==> config.mk <==
export PLATFORM = sky130hd
export DESIGN_NAME = prt_dp_pm_hpd_ctl_flat
export DESIGN_NICKNAME = d
export VERILOG_FILES = /design/src/rtl/prt_dp_pm_hpd_pkg.sv /design/src/rtl/prt_dp_pm_hpd_ctl_if.sv /design/src/rtl/prt_dp_pm_hpd_evt_fifo.sv /design/src/rtl/prt_dp_pm_hpd_ctl.sv /design/src/flat_wrapper.sv
export SDC_FILE = /design/constraint.sdc
export NUM_CORES = 1
export LEC_CHECK = 0
export ABC_AREA = 1
export ABC_CLOCK_PERIOD_IN_PS = 3100
export CAP_MARGIN = 20
export CORE_MARGIN = 4
export CORE_UTILIZATION = 42
export DETAILED_ROUTE_END_ITERATION = 7
export PLACE_DENSITY = 0.8
export SETUP_SLACK_MARGIN = 0.4
export SYNTH_ARGS = -nofsm -noshare
export SYNTH_HDL_FRONTEND = slang
export SYNTH_SLANG_ARGS = --single-unit
==> constraint.sdc <==
create_clock -name CLK_IN -period 3.1 [get_ports CLK_IN]
set_clock_uncertainty 0.1 [all_clocks]
set_input_delay 0.465 -clock CLK_IN [delete_from_list [all_inputs] [get_ports CLK_IN]]
set_output_delay 0.465 -clock CLK_IN [all_outputs]
set_load 0.01 [all_outputs]
==> src/rtl/prt_dp_pm_hpd_pkg.sv <==
// ============================================================================
// Module      : prt_dp_pm_hpd_pkg
// Description : Shared definitions for the DP HPD peripheral controller:
//               register addresses, control/status bit positions, event
//               codes, the controller state enum and a clear-word helper.
// Revision    : 1.0 - initial release
// ============================================================================
`default_nettype none

package prt_dp_pm_hpd_pkg;

  // Local bus register map of the HPD peripheral
  localparam logic [1:0] ADR_CTRL = 2'd0;
  localparam logic [1:0] ADR_STAT = 2'd1;

  // Control register bits
  localparam int CTRL_RUN_BIT = 0;
  localparam int CTRL_IE_BIT  = 1;

  // Status register bits (event bits are write-one-to-clear)
  localparam int STAT_CLR_BIT    = 0;
  localparam int STAT_HPD_BIT    = 1;
  localparam int STAT_UNPLUG_BIT = 2;
  localparam int STAT_PLUG_BIT   = 3;
  localparam int STAT_PULSE_BIT  = 4;

  // Control word that starts the peripheral with its interrupt enabled
  localparam logic [31:0] CTRL_START = (32'd1 << CTRL_RUN_BIT) | (32'd1 << CTRL_IE_BIT);

  // Event codes delivered on the event stream
  localparam logic [1:0] EVT_UNPLUG = 2'd1;
  localparam logic [1:0] EVT_PLUG   = 2'd2;
  localparam logic [1:0] EVT_PULSE  = 2'd3;

  typedef enum logic [2:0] {
    S_IDLE     = 3'd0,
    S_INIT     = 3'd1,
    S_WAIT_IRQ = 3'd2,
    S_RD       = 3'd3,
    S_WAIT_VLD = 3'd4,
    S_PUSH     = 3'd5,
    S_CLR      = 3'd6,
    S_STOP     = 3'd7
  } state_e;

  // Status clear word: acknowledge exactly the observed event bits
  function automatic logic [31:0] clr_word(input logic [2:0] evt);
    logic [31:0] w;
    w = '0;
    w[STAT_PULSE_BIT:STAT_UNPLUG_BIT] = evt;
    w[STAT_CLR_BIT] = 1'b1;
    return w;
  endfunction

endpackage

`default_nettype wire

==> src/rtl/prt_dp_pm_hpd_ctl_if.sv <==
// ============================================================================
// Module      : prt_dp_pm_hpd_ctl_if
// Description : Local bus towards the HPD peripheral plus the outgoing
//               event stream. master = controller, slave = peripheral/sink.
// Revision    : 1.0 - initial release
// ============================================================================
`default_nettype none

interface prt_dp_pm_hpd_ctl_if;

  logic [1:0]  LB_ADR_OUT;
  logic        LB_WR_OUT;
  logic        LB_RD_OUT;
  logic [31:0] LB_DIN_OUT;
  logic [31:0] LB_DOUT_IN;
  logic        LB_VLD_IN;

  logic [1:0]  EVT_DAT_OUT;
  logic        EVT_VLD_OUT;
  logic        EVT_RDY_IN;

  modport master (
    output LB_ADR_OUT, LB_WR_OUT, LB_RD_OUT, LB_DIN_OUT,
    input  LB_DOUT_IN, LB_VLD_IN,
    output EVT_DAT_OUT, EVT_VLD_OUT,
    input  EVT_RDY_IN
  );

  modport slave (
    input  LB_ADR_OUT, LB_WR_OUT, LB_RD_OUT, LB_DIN_OUT,
    output LB_DOUT_IN, LB_VLD_IN,
    input  EVT_DAT_OUT, EVT_VLD_OUT,
    output EVT_RDY_IN
  );

endinterface

`default_nettype wire

==> src/rtl/prt_dp_pm_hpd_evt_fifo.sv <==
// ============================================================================
// Module      : prt_dp_pm_hpd_evt_fifo
// Description : First-word-fall-through event FIFO with wrap-around
//               pointers and an occupancy count. A push into a full FIFO
//               is accepted only when a pop happens in the same cycle.
// Revision    : 1.0 - initial release
// ============================================================================
`default_nettype none

module prt_dp_pm_hpd_evt_fifo #(
  parameter int P_DEPTH = 4,
  parameter int P_WIDTH = 2
) (
  input  wire               CLK_IN,
  input  wire               RST_IN,
  input  wire               push_in,
  input  wire [P_WIDTH-1:0] dat_in,
  input  wire               pop_in,
  output logic [P_WIDTH-1:0] dat_out,
  output logic              empty_out,
  output logic              full_out
);

  localparam int AW = (P_DEPTH > 1) ? $clog2(P_DEPTH) : 1;
  localparam logic [AW:0] CNT_FULL = (AW+1)'(P_DEPTH);

  logic [P_WIDTH-1:0] mem_q [P_DEPTH];
  logic [P_WIDTH-1:0] mem_d [P_DEPTH];
  logic [AW-1:0]      wr_ptr_q, wr_ptr_d;
  logic [AW-1:0]      rd_ptr_q, rd_ptr_d;
  logic [AW:0]        cnt_q, cnt_d;
  logic               wr_en, rd_en;

  assign empty_out = (cnt_q == '0);
  assign full_out  = (cnt_q == CNT_FULL);
  assign dat_out   = mem_q[rd_ptr_q];

  // Next-state for storage, pointers and count
  always_comb begin
    mem_d    = mem_q;
    wr_ptr_d = wr_ptr_q;
    rd_ptr_d = rd_ptr_q;
    rd_en    = pop_in & ~empty_out;
    wr_en    = push_in & (~full_out | rd_en);
    if (wr_en) begin
      mem_d[wr_ptr_q] = dat_in;
      wr_ptr_d        = wr_ptr_q + AW'(1);
    end
    if (rd_en) begin
      rd_ptr_d = rd_ptr_q + AW'(1);
    end
    cnt_d = cnt_q + {{AW{1'b0}}, wr_en} - {{AW{1'b0}}, rd_en};
  end

  // State registers
  always_ff @(posedge CLK_IN or posedge RST_IN) begin
    if (RST_IN) begin
      for (int i = 0; i < P_DEPTH; i++) mem_q[i] <= '0;
      wr_ptr_q <= '0;
      rd_ptr_q <= '0;
      cnt_q    <= '0;
    end else begin
      mem_q    <= mem_d;
      wr_ptr_q <= wr_ptr_d;
      rd_ptr_q <= rd_ptr_d;
      cnt_q    <= cnt_d;
    end
  end

endmodule

`default_nettype wire

==> src/rtl/prt_dp_pm_hpd_ctl.sv <==
// ============================================================================
// Module      : prt_dp_pm_hpd_ctl
// Description : Services a DisplayPort HPD peripheral over a local bus:
//               starts it, reads status on interrupt, turns event bits into
//               a queued event stream, acknowledges observed events and
//               shuts the peripheral down when disabled.
//               Build option PRT_DP_PM_HPD_CTL_TIMEOUT_EN adds a read-valid
//               timeout that raises ERR_OUT; without it ERR_OUT is 0.
// Revision    : 1.0 - initial release
// ============================================================================
`default_nettype none

module prt_dp_pm_hpd_ctl
  import prt_dp_pm_hpd_pkg::*;
#(
  parameter int P_FIFO_DEPTH = 4,
  parameter int P_TIMEOUT    = 16
) (
  input  wire                   CLK_IN,
  input  wire                   RST_IN,
  input  wire                   EN_IN,
  input  wire                   IRQ_IN,
  prt_dp_pm_hpd_ctl_if.master   bus,
  output logic                  HPD_LVL_OUT,
  output logic                  OVF_OUT,
  output logic                  ERR_OUT
);

  state_e      state_q, state_d;
  logic        lb_wr_q, lb_wr_d;
  logic        lb_rd_q, lb_rd_d;
  logic [1:0]  lb_adr_q, lb_adr_d;
  logic [31:0] lb_din_q, lb_din_d;
  logic        hpd_q, hpd_d;
  logic        ovf_q, ovf_d;
  logic [2:0]  evt_q, evt_d;    // event bits seen by the last status read
  logic [2:0]  pend_q, pend_d;  // event bits still to be queued
  logic        hold_q, hold_d;  // one-cycle IRQ holdoff after a clear

  logic        fifo_push, fifo_pop, fifo_full, fifo_empty;
  logic [1:0]  fifo_din;

`ifdef PRT_DP_PM_HPD_CTL_TIMEOUT_EN
  localparam logic [7:0] TMO_LAST = 8'(P_TIMEOUT - 1);
  logic        err_q, err_d;
  logic [7:0]  tmo_q, tmo_d;
  assign ERR_OUT = err_q;
`else
  logic        unused_tmo;
  assign unused_tmo = ^P_TIMEOUT;
  assign ERR_OUT    = 1'b0;
`endif

  logic unused_dout;
  assign unused_dout = ^{bus.LB_DOUT_IN[31:STAT_PULSE_BIT+1], bus.LB_DOUT_IN[STAT_CLR_BIT]};

  assign bus.LB_WR_OUT  = lb_wr_q;
  assign bus.LB_RD_OUT  = lb_rd_q;
  assign bus.LB_ADR_OUT = lb_adr_q;
  assign bus.LB_DIN_OUT = lb_din_q;
  assign HPD_LVL_OUT    = hpd_q;
  assign OVF_OUT        = ovf_q;

  assign bus.EVT_VLD_OUT = ~fifo_empty;
  assign fifo_pop        = bus.EVT_VLD_OUT & bus.EVT_RDY_IN;

  prt_dp_pm_hpd_evt_fifo #(
    .P_DEPTH (P_FIFO_DEPTH),
    .P_WIDTH (2)
  ) u_fifo (
    .CLK_IN    (CLK_IN),
    .RST_IN    (RST_IN),
    .push_in   (fifo_push),
    .dat_in    (fifo_din),
    .pop_in    (fifo_pop),
    .dat_out   (bus.EVT_DAT_OUT),
    .empty_out (fifo_empty),
    .full_out  (fifo_full)
  );

  // Next-state, registered bus outputs and event queuing
  always_comb begin
    state_d   = state_q;
    lb_wr_d   = 1'b0;
    lb_rd_d   = 1'b0;
    lb_adr_d  = '0;
    lb_din_d  = '0;
    hpd_d     = hpd_q;
    ovf_d     = ovf_q;
    evt_d     = evt_q;
    pend_d    = pend_q;
    hold_d    = hold_q;
    fifo_push = 1'b0;
    fifo_din  = '0;
`ifdef PRT_DP_PM_HPD_CTL_TIMEOUT_EN
    err_d     = err_q;
    tmo_d     = tmo_q;
`endif

    case (state_q)
      S_IDLE: begin
        if (EN_IN) begin
          state_d = S_INIT;
          ovf_d   = 1'b0;
`ifdef PRT_DP_PM_HPD_CTL_TIMEOUT_EN
          err_d   = 1'b0;
`endif
        end
      end

      S_INIT: begin
        lb_wr_d  = 1'b1;
        lb_adr_d = ADR_CTRL;
        lb_din_d = CTRL_START;
        hold_d   = 1'b0;
        state_d  = S_WAIT_IRQ;
      end

      S_WAIT_IRQ: begin
        // Disable wins; the holdoff lets the peripheral drop IRQ after a clear
        if (!EN_IN) begin
          hold_d  = 1'b0;
          state_d = S_STOP;
        end else if (hold_q) begin
          hold_d  = 1'b0;
        end else if (IRQ_IN) begin
          state_d = S_RD;
        end
      end

      S_RD: begin
        lb_rd_d  = 1'b1;
        lb_adr_d = ADR_STAT;
`ifdef PRT_DP_PM_HPD_CTL_TIMEOUT_EN
        tmo_d    = '0;
`endif
        state_d  = S_WAIT_VLD;
      end

      S_WAIT_VLD: begin
        if (bus.LB_VLD_IN) begin
          hpd_d   = bus.LB_DOUT_IN[STAT_HPD_BIT];
          evt_d   = bus.LB_DOUT_IN[STAT_PULSE_BIT:STAT_UNPLUG_BIT];
          pend_d  = bus.LB_DOUT_IN[STAT_PULSE_BIT:STAT_UNPLUG_BIT];
          state_d = (bus.LB_DOUT_IN[STAT_PULSE_BIT:STAT_UNPLUG_BIT] != 3'b000) ? S_PUSH : S_CLR;
        end
`ifdef PRT_DP_PM_HPD_CTL_TIMEOUT_EN
        else if (tmo_q == TMO_LAST) begin
          err_d   = 1'b1;
          hold_d  = 1'b1;
          state_d = S_WAIT_IRQ;
        end else begin
          tmo_d   = tmo_q + 8'd1;
        end
`endif
      end

      S_PUSH: begin
        // One event per cycle, unplug before plug before pulse
        fifo_push = 1'b1;
        if (pend_q[0]) begin
          fifo_din  = EVT_UNPLUG;
          pend_d[0] = 1'b0;
        end else if (pend_q[1]) begin
          fifo_din  = EVT_PLUG;
          pend_d[1] = 1'b0;
        end else begin
          fifo_din  = EVT_PULSE;
          pend_d[2] = 1'b0;
        end
        if (fifo_full && !fifo_pop) ovf_d = 1'b1;
        if (pend_d == 3'b000) state_d = S_CLR;
      end

      S_CLR: begin
        lb_wr_d  = 1'b1;
        lb_adr_d = ADR_STAT;
        lb_din_d = clr_word(evt_q);
        hold_d   = 1'b1;
        state_d  = S_WAIT_IRQ;
      end

      S_STOP: begin
        lb_wr_d  = 1'b1;
        lb_adr_d = ADR_CTRL;
        lb_din_d = '0;
        state_d  = S_IDLE;
      end

      default: state_d = S_IDLE;
    endcase
  end

  // State and output registers
  always_ff @(posedge CLK_IN or posedge RST_IN) begin
    if (RST_IN) begin
      state_q  <= S_IDLE;
      lb_wr_q  <= 1'b0;
      lb_rd_q  <= 1'b0;
      lb_adr_q <= '0;
      lb_din_q <= '0;
      hpd_q    <= 1'b0;
      ovf_q    <= 1'b0;
      evt_q    <= '0;
      pend_q   <= '0;
      hold_q   <= 1'b0;
`ifdef PRT_DP_PM_HPD_CTL_TIMEOUT_EN
      err_q    <= 1'b0;
      tmo_q    <= '0;
`endif
    end else begin
      state_q  <= state_d;
      lb_wr_q  <= lb_wr_d;
      lb_rd_q  <= lb_rd_d;
      lb_adr_q <= lb_adr_d;
      lb_din_q <= lb_din_d;
      hpd_q    <= hpd_d;
      ovf_q    <= ovf_d;
      evt_q    <= evt_d;
      pend_q   <= pend_d;
      hold_q   <= hold_d;
`ifdef PRT_DP_PM_HPD_CTL_TIMEOUT_EN
      err_q    <= err_d;
      tmo_q    <= tmo_d;
`endif
    end
  end

endmodule

`default_nettype wire

==> src/flat_wrapper.sv <==
// flat-port wrapper written by rule: the top's interface ports become plain ports
module prt_dp_pm_hpd_ctl_flat import prt_dp_pm_hpd_pkg::*;
#(
  parameter int P_FIFO_DEPTH = 4,
  parameter int P_TIMEOUT    = 16
)
  (CLK_IN, RST_IN, EN_IN, IRQ_IN, HPD_LVL_OUT, OVF_OUT, ERR_OUT, bus_LB_ADR_OUT, bus_LB_WR_OUT, bus_LB_RD_OUT, bus_LB_DIN_OUT, bus_LB_DOUT_IN, bus_LB_VLD_IN, bus_EVT_DAT_OUT, bus_EVT_VLD_OUT, bus_EVT_RDY_IN);
  prt_dp_pm_hpd_ctl_if bus_i ();
  input  wire CLK_IN;
  input  wire RST_IN;
  input  wire EN_IN;
  input  wire IRQ_IN;
  output logic HPD_LVL_OUT;
  output logic OVF_OUT;
  output logic ERR_OUT;
  output wire logic [$bits(bus_i.LB_ADR_OUT)-1:0] bus_LB_ADR_OUT;
  output wire logic [$bits(bus_i.LB_WR_OUT)-1:0] bus_LB_WR_OUT;
  output wire logic [$bits(bus_i.LB_RD_OUT)-1:0] bus_LB_RD_OUT;
  output wire logic [$bits(bus_i.LB_DIN_OUT)-1:0] bus_LB_DIN_OUT;
  input wire logic [$bits(bus_i.LB_DOUT_IN)-1:0] bus_LB_DOUT_IN;
  input wire logic [$bits(bus_i.LB_VLD_IN)-1:0] bus_LB_VLD_IN;
  output wire logic [$bits(bus_i.EVT_DAT_OUT)-1:0] bus_EVT_DAT_OUT;
  output wire logic [$bits(bus_i.EVT_VLD_OUT)-1:0] bus_EVT_VLD_OUT;
  input wire logic [$bits(bus_i.EVT_RDY_IN)-1:0] bus_EVT_RDY_IN;
  assign bus_LB_ADR_OUT = bus_i.LB_ADR_OUT;
  assign bus_LB_WR_OUT = bus_i.LB_WR_OUT;
  assign bus_LB_RD_OUT = bus_i.LB_RD_OUT;
  assign bus_LB_DIN_OUT = bus_i.LB_DIN_OUT;
  assign bus_i.LB_DOUT_IN = bus_LB_DOUT_IN;
  assign bus_i.LB_VLD_IN = bus_LB_VLD_IN;
  assign bus_EVT_DAT_OUT = bus_i.EVT_DAT_OUT;
  assign bus_EVT_VLD_OUT = bus_i.EVT_VLD_OUT;
  assign bus_i.EVT_RDY_IN = bus_EVT_RDY_IN;
  prt_dp_pm_hpd_ctl #(.P_FIFO_DEPTH(P_FIFO_DEPTH), .P_TIMEOUT(P_TIMEOUT)) u_core (.CLK_IN(CLK_IN), .RST_IN(RST_IN), .EN_IN(EN_IN), .IRQ_IN(IRQ_IN), .bus(bus_i), .HPD_LVL_OUT(HPD_LVL_OUT), .OVF_OUT(OVF_OUT), .ERR_OUT(ERR_OUT));
endmodule
## Word level (Yosys, flattened, before mapping)

Cells that the tools add are included.

| storage, ports and cells | value |
|---|---|
| flip-flop bits (word level) | 35 |
| input bits | 38 |
| output and inout port bits | 42 |
| logic and storage cells | 96 |

| cells by class | value |
|---|---|
| add/subtract/negate cells | 4 |
| $lt $le $gt $ge | 3 |
| equality and inequality tests | 14 |
| mux-type cells | 32 |
| bitwise logic cells | 8 |
| reduce and logical (&&, ||, !) cells | 18 |

Operators by type and width:

| operator | number |
|---|---|
| $mux W3 | 7 |
| $pmux W3 S7 | 1 |
| $mux W2 | 8 |
| $eq A3 B3 Y1 const B | 5 |
| $pmux W5 S2 | 1 |
| $logic_not A3 Y1 | 3 |
| $mux W1 | 9 |
| $bwmux W8 | 1 |
| $eq A3 B2 Y1 const B | 2 |
| $ge A3 B3 Y1 const B | 2 |
| $ne A3 B3 Y1 const B | 2 |
| $not A2 Y3 | 2 |
| $pmux W3 S2 | 1 |
| $reduce_bool A2 Y1 | 3 |
| $reduce_or A2 Y1 | 3 |
| $reduce_and A5 Y1 | 1 |
| $add A2 B1 Y2 const B | 2 |
| $bmux W2 S2 | 1 |
| $demux W2 S2 | 1 |
| $ne A2 B1 Y1 const B | 2 |
| $ne A2 B2 Y1 const B | 2 |
| $pmux W1 S2 | 2 |
| $reduce_and A2 Y1 | 2 |
| $add A3 B1 Y3 | 1 |
| other kinds (11) | 15 |

## Depth between registers and ports, before layout

Gate-level depths: netlist of the first run.

| depth | value |
|---|---|
| depth after elaboration | 8 |
| depth in mapped cells | 11 |
| mapped depth without buffers | 10 |

## Modules after synthesis

From an unflattened synthesis of the first run, not the netlist that was laid out.

| second synthesis, totals | value |
|---|---|
| cell total of the unflattened synthesis | 229 |
| area total of the unflattened synthesis | 1919.3 sq um |

Modules (own cells, without submodules):

| module | instances | cells an instance | area an instance (sq um) | sequential area each (sq um) |
|---|---|---|---|---|
| prt_dp_pm_hpd_ctl | 1 | 135 | 1106.1 | 500.5 |
| prt_dp_pm_hpd_evt_fifo | 1 | 94 | 813.3 | 375.4 |

## Worst setup path before layout of the first run

Ideal clock, no wire load.

| timing path | value |
|---|---|
| kind | reg-to-reg |
| start point | reg u_core.state_q[1] |
| end point | reg u_core.u_fifo.cnt_q[2] |
| library setup time | 129 ps |
| arrival | 2070 ps |
| data required time | 2871 ps |
| path slack | 801 ps |
| stages on the path, launching flop included | 12 |
| buffers on the path | 1 |
| period minus slack after synthesis | 2299 ps |
| cell sequence | dfrtp_1 > inv_1 > nand2_1 > nor2_4 > nand2_4 > buf_6 > ha_1 > inv_1 > ha_1 > fa_1 > xnor2_1 > xor2_1 |

| on the way | value |
|---|---|
| longest elaborated chain between the ends | 5 |

RTL lines:

| what | RTL line | text |
|---|---|---|
| from (decl) | prt_dp_pm_hpd_ctl.sv:29 | `state_e state_q, state_d;` |
| from (signal assigned) | prt_dp_pm_hpd_ctl.sv:212 | `state_q <= state_d;` |
| $eq A3 B3 Y1 | prt_dp_pm_hpd_ctl.sv:100 | `case (state_q)` |
| $mux W1 | prt_dp_pm_hpd_ctl.sv:100 |  |
| $and A1 B1 Y1 | prt_dp_pm_hpd_evt_fifo.sv:44 | `wr_en = push_in & (~full_out \| rd_en);` |
| $add A3 B1 Y3 | prt_dp_pm_hpd_evt_fifo.sv:52 | `cnt_d = cnt_q + {{AW{1'b0}}, wr_en} - {{AW{1'b0}}, rd_en};` |
| $sub A3 B1 Y3 | prt_dp_pm_hpd_evt_fifo.sv:52 |  |
| via u_core.u_fifo.cnt_d[2] | prt_dp_pm_hpd_evt_fifo.sv:31 | `logic [AW:0] cnt_q, cnt_d;` |
| to (signal assigned) | prt_dp_pm_hpd_evt_fifo.sv:66 | `cnt_q <= cnt_d;` |
| to (decl) | prt_dp_pm_hpd_evt_fifo.sv:31 |  |

The timed path passes the listed nets, and every way through them passes these cells.
A chain may end at the register's enable or synchronous reset.

## Worst setup path after layout of the first run

| timing path | value |
|---|---|
| start point | in bus_EVT_RDY_IN |
| end point | reg u_core.u_fifo.cnt_q[2] |

| on the way | value |
|---|---|
| longest elaborated chain between the ends | 6 |

RTL lines:

| what | RTL line | text |
|---|---|---|
| from (decl) | flat_wrapper.sv:24 | `input wire logic [$bits(bus_i.EVT_RDY_IN)-1:0] bus_EVT_RDY_IN;` |
| $and A1 B1 Y1 * | prt_dp_pm_hpd_ctl.sv:65 | `assign fifo_pop = bus.EVT_VLD_OUT & bus.EVT_RDY_IN;` |
| $and A1 B1 Y1 * | prt_dp_pm_hpd_evt_fifo.sv:43 | `rd_en = pop_in & ~empty_out;` |
| $or A1 B1 Y1 | prt_dp_pm_hpd_evt_fifo.sv:44 |  |
| $and A1 B1 Y1 | prt_dp_pm_hpd_evt_fifo.sv:44 |  |
| $add A3 B1 Y3 | prt_dp_pm_hpd_evt_fifo.sv:52 |  |
| $sub A3 B1 Y3 * | prt_dp_pm_hpd_evt_fifo.sv:52 |  |
| via u_core.u_fifo.cnt_d[2] | prt_dp_pm_hpd_evt_fifo.sv:31 |  |

The timed path passes the listed nets; every way through them passes the cells marked *.

==> results_dict.tcl, run 1 <==
set metrics [dict create \
    status "completed" \
    n_antenna_cell 0 \
    slew_headroom_pct 55.5 \
    ys_ff_latch 35 \
    ant_nets 0 \
    syn_to_final_growth_pct 13.2 \
    die_area_sq_mm 0.00556 \
    drive_gt1_share_pct 7.56 \
    grt_pass1_wl_um 5420 \
    vias 1282 \
    drt_iter0_markers 77 \
    dp_hpwl_um 2530 \
    synth-simple-area-share_pct 17.6 \
    tns_ps 0 \
    yosysUniqueCellTypes 28 \
    synth_compound_gate_area_share_pct 10.1 \
    synth_edf_count 0 \
    yosysTopAreaCell "dfrtp_1" \
    synth-xor-area-share_pct 1.88 \
    numCtsBuffers 5 \
    tightest_slew_ps 666 \
    rsz0062_at_grt "false" \
    cts_setup_buffers 0 \
    path_class "input port to flip-flop" \
    muxShareOfSynthArea_pct 0 \
    grt-ovfl-total 0 \
    grt_max_degree 19 \
    ir_worst_vdd_v 0.000432 \
    gp_congestion 0.845 \
    cts_tree "done" \
    cts_resized 0 \
    ys_top_cells_by_area "dfrtp_1 (47%), buf_4 (12%), nand2_1 (8.7%)" \
    max_freq_mhz 411 \
    async_flop_share_pct 100 \
    root_buffer "clkbuf_8" \
    routed_wirelength_um 3230 \
    critPathRequiredTime_ps 3200 \
    die_h_um 74.6 \
    power_density_mw_per_mm2 897 \
    synth_ff_type "dfrtp_1" \
    fp.coreArea_sq_mm 0.00414 \
    finalNetCount 282 \
    cap_violations 0 \
    hold_violations 0 \
    slew_viol_final 0 \
    numPortBuffers 22 \
    pin_count 80 \
    synth_top_area_share_pct 47.1 \
    drcViolationCount 0 \
    ys_seq_area_share_pct 47.1 \
    fin_crit_ps 2430 \
    dr.pass1.iters 4 \
    yosys_warnings 0 \
    route.detailed.wl_per_inst_um 11.2 \
    synth_top_family_by_area "buffers and inverters" \
    hold_path_class "flip-flop to flip-flop" \
    synthAdderAreaFrac_pct 5.11 \
    num_rows 23 \
    die_w_um 74.6 \
    synth_area_sq_mm 0.00186 \
    endpoint_kind "flip-flop" \
    timing.hold.ws_ps 368 \
    startpoint_type "input port" \
    layout_commonest_cell "nand2_1" \
    clock_sinks 35 \
    path_max_fanout 14 \
    path_clk_slew_ps 70 \
    cts_max_level 2 \
    finalSetupViolCount 0 \
    holdBufCountCts 0 \
    antenna_found_initial 0 \
    cellLeakagePower_nw 1.06 \
    grt_pass1_vias 1258 \
    initial_core_util_pct 44.9 \
    arrival_ps 2530 \
    synth_area_per_cell_sq_um 8.86 \
    vias_per_cell 4.45 \
    cts_buffer_depth 2 \
    synthCells 210 \
    final_cell_mix "nand2_1 (43), dfrtp_1 (35), conb_1 (29)" \
    fin_crit_sh_pct 78.4 \
    insertion_delay_ps 280 \
    grtUsageTotal_pct 13.0 \
]
## worst max-delay path: stages
cell and delay, ps:
clkdlybuf4s50_1 480, nor2_1 50, nand2_1 90, nand2_4 130, ha_1 300, inv_1 40, ha_1 210, fa_1 410
xnor2_1 190, xor2_1 160
## kinds of logic after synthesis
group	Yosys count
AND/OR/NAND/NOR	78
buffers and inverters	58
flip-flops	35
AO/OA/AOI/OAI	27
adder cells (fa/ha/maj)	7
XOR/XNOR	4
other	1
## per-stage QoR
step / setup slack, ps / utilization (%) / instance area [sq um] / instances / power (W)
after floorplan: 801 / - / 1970 / 238 / 0.00134
after detailed placement: 371 / 48.8 / 2020 / 280 / 0.00159
after global placement: 419 / 48.8 / 2020 / 280 / 0.00155
final: 669 / 50.8 / 2110 / 288 / 0.00189
after global routing: 426 / 50.8 / 2110 / 288 / 0.00207
after CTS: 652 / 50.8 / 2110 / 288 / 0.00191
## cell usage after synthesis (2+ instances only)
cell	count
ha_1	6
nor2_1	23
nor2_2	2
nand3_1	5
o211ai_1	3
nand2_1	43
o21ai_0	10
o21ai_2	4
inv_1	26
o22ai_1	2
nand4_1	2
buf_4	29
o21a_1	4
dfrtp_1	35
xor2_1	3
## flip-flops by register name (all words and copies together) (netlist names), 2 cells and up
name,flops
u_core.bus.LB_DIN_OUT,5
u_core.u_fifo.mem_q,8
u_core.u_fifo.wr_ptr_q,2
u_core.pend_q,3
u_core.u_fifo.cnt_q,3
u_core.evt_q,3
u_core.u_fifo.rd_ptr_q,2
u_core.state_q,3
## routing by layer
metal / wire length, um / GRT usage (%) / up-vias / part of all wire (%)
met4: 24 / 4.74 / 0 / 0.74
met1: 1410 / 15.6 / 600 / 44
met3: 198 / 4.19 / 2 / 6.1
met2: 1600 / 21.9 / 29 / 50
li1: - / - / 651 / -
met5: 0 / 0 / - / 0
## power breakdown
part | leakage [nW] | internal (W) | total (W) | switching, W
Sequential | 0.433 | 0.000653 | 0.000790 | 0.000137
Clock | 0.0412 | 0.000157 | 0.000318 | 0.000161
Combinational | 0.583 | 0.000344 | 0.000783 | 0.000439
Total | 1.06 | 0.00115 | 0.00189 | 0.000737
## final timing paths
check                      depth (start not counted)  slack (ps)                       end                    from
setup / recovery                                  10         670    u_core.u_fifo.cnt_q[2]          bus_EVT_RDY_IN
hold / removal                                     1         370    u_core.u_fifo.cnt_q[2]  u_core.u_fifo.cnt_q[2]
setup reg to reg                                  10         670    u_core.u_fifo.cnt_q[2]       u_core.state_q[1]
hold reg to reg                                    1         370    u_core.u_fifo.cnt_q[2]  u_core.u_fifo.cnt_q[2]
max in group asynchronous                          3        1720            u_core.OVF_OUT                  RST_IN
min in group asynchronous                          2         490  u_core.bus.LB_DIN_OUT[2]                  RST_IN
## area by class of cell
type	instances	area [sq um]
flip-flops and latches	35	876
inverters	27	101
fillers	392	2040
well taps	50	62.6
clock buffers	6	72.6
repair buffers	23	228
multi-input cells	145	754
clock inverters	2	12.5
Power figures use the tool's default switching activity.
==> run 2: changes to the inputs <==
--- a/config.mk
+++ b/config.mk
@@ -6,12 +6,12 @@
 export NUM_CORES = 1
 export LEC_CHECK = 0
 export ABC_AREA = 1
-export ABC_CLOCK_PERIOD_IN_PS = 3100
+export ABC_CLOCK_PERIOD_IN_PS = 2000
 export CAP_MARGIN = 20
 export CORE_MARGIN = 4
-export CORE_UTILIZATION = 42
+export CORE_UTILIZATION = 38
 export DETAILED_ROUTE_END_ITERATION = 7
-export PLACE_DENSITY = 0.8
+export PLACE_DENSITY = 0.76
 export SETUP_SLACK_MARGIN = 0.4
 export SYNTH_ARGS = -nofsm -noshare
 export SYNTH_HDL_FRONTEND = slang
==> constraint.sdc (replaced) <==
create_clock -name CLK_IN -period 2 [get_ports CLK_IN]
set_clock_uncertainty 0.1 [all_clocks]
set_input_delay 0.3 -clock CLK_IN [delete_from_list [all_inputs] [get_ports CLK_IN]]
set_output_delay 0.3 -clock CLK_IN [all_outputs]
set_load 0.01 [all_outputs]
==> results_dict.tcl, run 2 (synthesized netlist as in run 1, its figures left out) <==
set metrics [dict create \
    antenna_found_initial 0 \
    die_w_um 78.0 \
    rrSetupSlack_ps -6 \
    syn_to_final_growth_pct 23.7 \
    dp_hpwl_um 2510 \
    largest_reg_flops 8 \
    num_rows 25 \
    design_area_sq_mm 0.00230 \
    ir_worst_vdd_v 0.000486 \
    slew_viol_final 0 \
    startpoint_type "flip-flop" \
    status "complete, but fails checks" \
    cts_tree "done" \
    power_density_mw_per_mm2 1420 \
    holdBufCountCts 0 \
    vias 1364 \
    placed_area_sq_mm 0.00216 \
    path_class "flip-flop to flip-flop" \
    hold_path_class "input port to asynchronous set/reset pin" \
    die_area_sq_mm 0.00608 \
    cap_violations 0 \
    arrival_ps 2080 \
    root_buffer "clkbuf_8" \
    gp_congestion 0.804 \
    grtUsageTotal_pct 11.4 \
    cellLeakagePower_nw 1.16 \
    vias_per_cell 4.30 \
    fp.coreArea_sq_mm 0.00472 \
    fin_crit_sh_pct 100 \
    endpoint_kind "flip-flop" \
    insertion_delay_ps 290 \
    layout_setup_ws_ps -5.97 \
    grt-ovfl-total 0 \
    routed_wirelength_um 3370 \
    path_max_fanout 2 \
    max_freq_mhz 499 \
    drt_iter0_markers 65 \
    clock_sinks 35 \
    grt_pass1_vias 1274 \
    numCtsBuffers 5 \
    fin_crit_ps 2010 \
    cts_buffer_depth 2 \
    layout_commonest_cell "nand2_1" \
    largest-register "u_core.u_fifo.mem_q" \
    cts_max_level 2 \
    initial_core_util_pct 39.4 \
    path_clk_slew_ps 60 \
    dr.pass1.iters 4 \
    finalNetCount 295 \
    numPortBuffers 22 \
    critPathRequiredTime_ps 2070 \
    place_ws_ps -335 \
    pin_count 80 \
    grt_pass1_wl_um 5420 \
    grt_max_degree 36 \
    rsz0062_at_grt "true" \
    hold_violations 0 \
    ant_nets 0 \
    final_cell_mix "nand2_1 (39), dfrtp_1 (35), conb_1 (29)" \
    route.detailed.wl_per_inst_um 10.6 \
    die_h_um 78.0 \
    finalNonFillerCells 317 \
    dp_cells 307 \
    violations "negative setup slack" \
    drive_gt1_share_pct 17.6 \
    finalSetupViolCount 1 \
    n_antenna_cell 0 \
    drcViolationCount 0 \
]
[run 2: per-layer routing]
| metal | GRT usage (%) | vias up | part of all wire [%] |
|---|---|---|---|
| met3 | 3.13 | 6 | 4.7 |
| li1 | - | 675 | - |
| met4 | 6.12 | 0 | 2.2 |
| met2 | 20.2 | 34 | 52 |
| met1 | 12.2 | 649 | 41 |
| met5 | 0 | - | 0 |
[run 2: final timing paths]
check	start	to	depth (start not counted)
min reg2reg	u_core.u_fifo.cnt_q[2]	u_core.u_fifo.cnt_q[2]	1
max	u_core.u_fifo.cnt_q[1]	u_core.u_fifo.cnt_q[2]	10
min	RST_IN	u_core.bus.LB_DIN_OUT[4]	3
max reg2reg	u_core.u_fifo.cnt_q[1]	u_core.u_fifo.cnt_q[2]	10
min in group CLK_IN	u_core.u_fifo.cnt_q[2]	u_core.u_fifo.cnt_q[2]	1
max in group asynchronous	RST_IN	u_core.u_fifo.cnt_q[0]	3
[run 2: critical path, stage by stage (launching register included)]
cell     delay (ps)
dfrtp_1         390
nor2_2          140
nand2_2          70
nand2_2          70
inv_2            50
ha_4            250
inv_2            30
ha_4            140
fa_2            350
xnor2_2         150
xor2_1          140
[run 2: where the power goes]
| part | internal [W] | switching [W] | leakage [nW] |
|---|---|---|---|
| clock | 0.000365 | 0.000236 | 0.0513 |
| sequential | 0.00101 | 0.000189 | 0.433 |
| combinational | 0.000668 | 0.000790 | 0.680 |
[run 2: layout make-up]
| type | instances | area [sq um] |
|---|---|---|
| fillers | 451 | 2420 |
| clock inverters | 1 | 30.0 |
| multi-input cells | 145 | 815 |
| flip-flops and latches | 35 | 876 |
| clock buffers | 6 | 72.6 |
| well taps | 67 | 83.8 |
| inverters | 27 | 101 |
| repair buffers | 36 | 324 |
[run 2: repair_timing]
action | CTS | global route
endpoints found under the setup margin | 7 | 11
resized for setup | 10 | 6
pin swaps | 2 | 0
setup buffers | 2 | 1
[run 2: stage by stage]
step           TNS [ps]  hold WS (ps)  util (%)  total power, W
6_report          -5.97           311      48.7         0.00326
5_1_grt           -88.0           352      48.7         0.00352
4_1_cts           -13.6           323      48.2         0.00327
3_5_place_dp       -462           365      45.6         0.00265
3_3_place_gp       -399           358      45.6         0.00259
2_1_floorplan      -208           317         -         0.00214
==> variant: new RTL, flow settings as in run 2 <==
Encoding of `state_e`: now one-hot (8 bits for 8 states).
--- a/src/rtl/prt_dp_pm_hpd_pkg.sv
+++ b/src/rtl/prt_dp_pm_hpd_pkg.sv
@@ -33,13 +33,13 @@
   localparam logic [1:0] EVT_PULSE  = 2'd3;
 
-  typedef enum logic [2:0] {
-    S_IDLE     = 3'd0,
-    S_INIT     = 3'd1,
-    S_WAIT_IRQ = 3'd2,
-    S_RD       = 3'd3,
-    S_WAIT_VLD = 3'd4,
-    S_PUSH     = 3'd5,
-    S_CLR      = 3'd6,
-    S_STOP     = 3'd7
+  typedef enum logic [7:0] {
+    S_IDLE     = 8'b00000001,
+    S_INIT     = 8'b00000010,
+    S_WAIT_IRQ = 8'b00000100,
+    S_RD       = 8'b00001000,
+    S_WAIT_VLD = 8'b00010000,
+    S_PUSH     = 8'b00100000,
+    S_CLR      = 8'b01000000,
+    S_STOP     = 8'b10000000
   } state_e;
 
Function: same outputs for any inputs over 10 cycles, from zero or initial values and one cycle with RST_IN high; not proved beyond that.
==> variant against run 2 <==
Routed wire length grew 39%. Area after synthesis grew 15%. Cell area grew 30%. Non-clock buffer count grew 12. Synthesized cell count grew 20%. Worst setup slack gained 0.033 ns. Die area grew 14%. Sequential power shrank 10%. Power shrank 10%. Sequential cell count grew 5. Sequential share of layout area shrank 4.5 points. Maximum frequency grew 1.7%. Critical path type unchanged.
==> variant: results (changes against run 2) <==
- Via total after detailed routing: 1691 (+24%)
- Metal3 WL: 224 um (+41%)
- Multi-input logic area: 0.00118 mm2 (+45%)
- Comb_multi_in: 170 (+17%)
- Met2 Wirelength: 2420 um (+37%)
- NonClk Buf Share: 14.5% (+0.39 points)
- CP arrival: 2.05 ns (-0.03 ns)
- RePlAce Congestion: 0.849 (+5.5%)
- Clock transition at path regs: 0.08 ns (+0.02 ns)
- Register area: 0.00100 mm2 (+14%)
- Top post-synthesis cells by area: dfrtp_1 46%, buf_4 10%, nand2_1 8.2%
- Status: completed
- # fillers: 471 (+4.4%)
- Layout cells sized above 1: 32.5% (+15 points)
- First-pass GRT wire length: 6930 um (+28%)
- Non-clock buffers: 48 (+33%)
- Worst IR Drop VDD: 0.000441 V (-9.3%)
- DRT met1 WL: 1880 um (+37%)
- Routed WL: 4670 um (+39%)
- Unique masters post-synth: 32 (+14%)
- Setup WS pre-CTS: -0.155 ns (+0.180 ns)
- Number of global-route vias before repair: 1607 (+26%)
- GRT Total Usage: 12.3% (+0.95 points)
- LEAKAGE: 1.51 nW (+30%)
- Placed cell count: 352 (+15%)
- DRT iter0 DRCs: 98 (+51%)
- Post-layout worst setup margin: 0.0270 ns (+0.0330 ns)
- Final core area utilization: 54.2% (+5.5 points)
- CP max FO: 3 (+1)
- Post-Synth XOR/XNOR Area: 1.63% (-0.25 points)
- Synth Area in Compound Gates: 6.77% (-3.3 points)
- CP Launch Point: u_core.state_q[1]
- Met2 track demand over resource: 20.6% (+0.35 points)
- Largest net degree at the start of global routing: 41 (+14%)
- TNS Setup: 0 ns (+0.00597 ns)
- Signal inverters: 39 (+44%)
- Clock buf/inv share: 3.61% (-0.85 points)
- Synth Area in Adders: 4.43% (-0.68 points)
==> variant: cell count changes after synthesis, moves of 4 or more <==
cell     change
o21ai_2      -4
nor2_1       +5
o21ai_0      -4
nand3_1      +7
o21ai_1      +8
dfrtp_1      +4
nand2_1      +4
inv_1        +8
==> variant: repair_timing <==
item	4_1_cts	5_1_grt
setup endpoints to repair	15	30
gates resized for setup	25	73
buffers inserted	8	9
hold buffers	0	0
pin swaps	5	19
==> variant: worst max-delay path, cell delays in order, from the launching register on <==
cell	delay, ns
dfrtp_1	0.43
nor2_4	0.12
nand2_2	0.09
nor2_4	0.12
nand2_2	0.08
ha_4	0.26
inv_2	0.03
ha_4	0.14
fa_2	0.33
xor2_1	0.15
==> variant: where the power goes <==
part           switching, mW  internal (mW)  total, mW
registers              0.122          0.954       1.08
clock network          0.280          0.370      0.650
logic                  0.653          0.548       1.20
total                   1.05           1.87       2.93
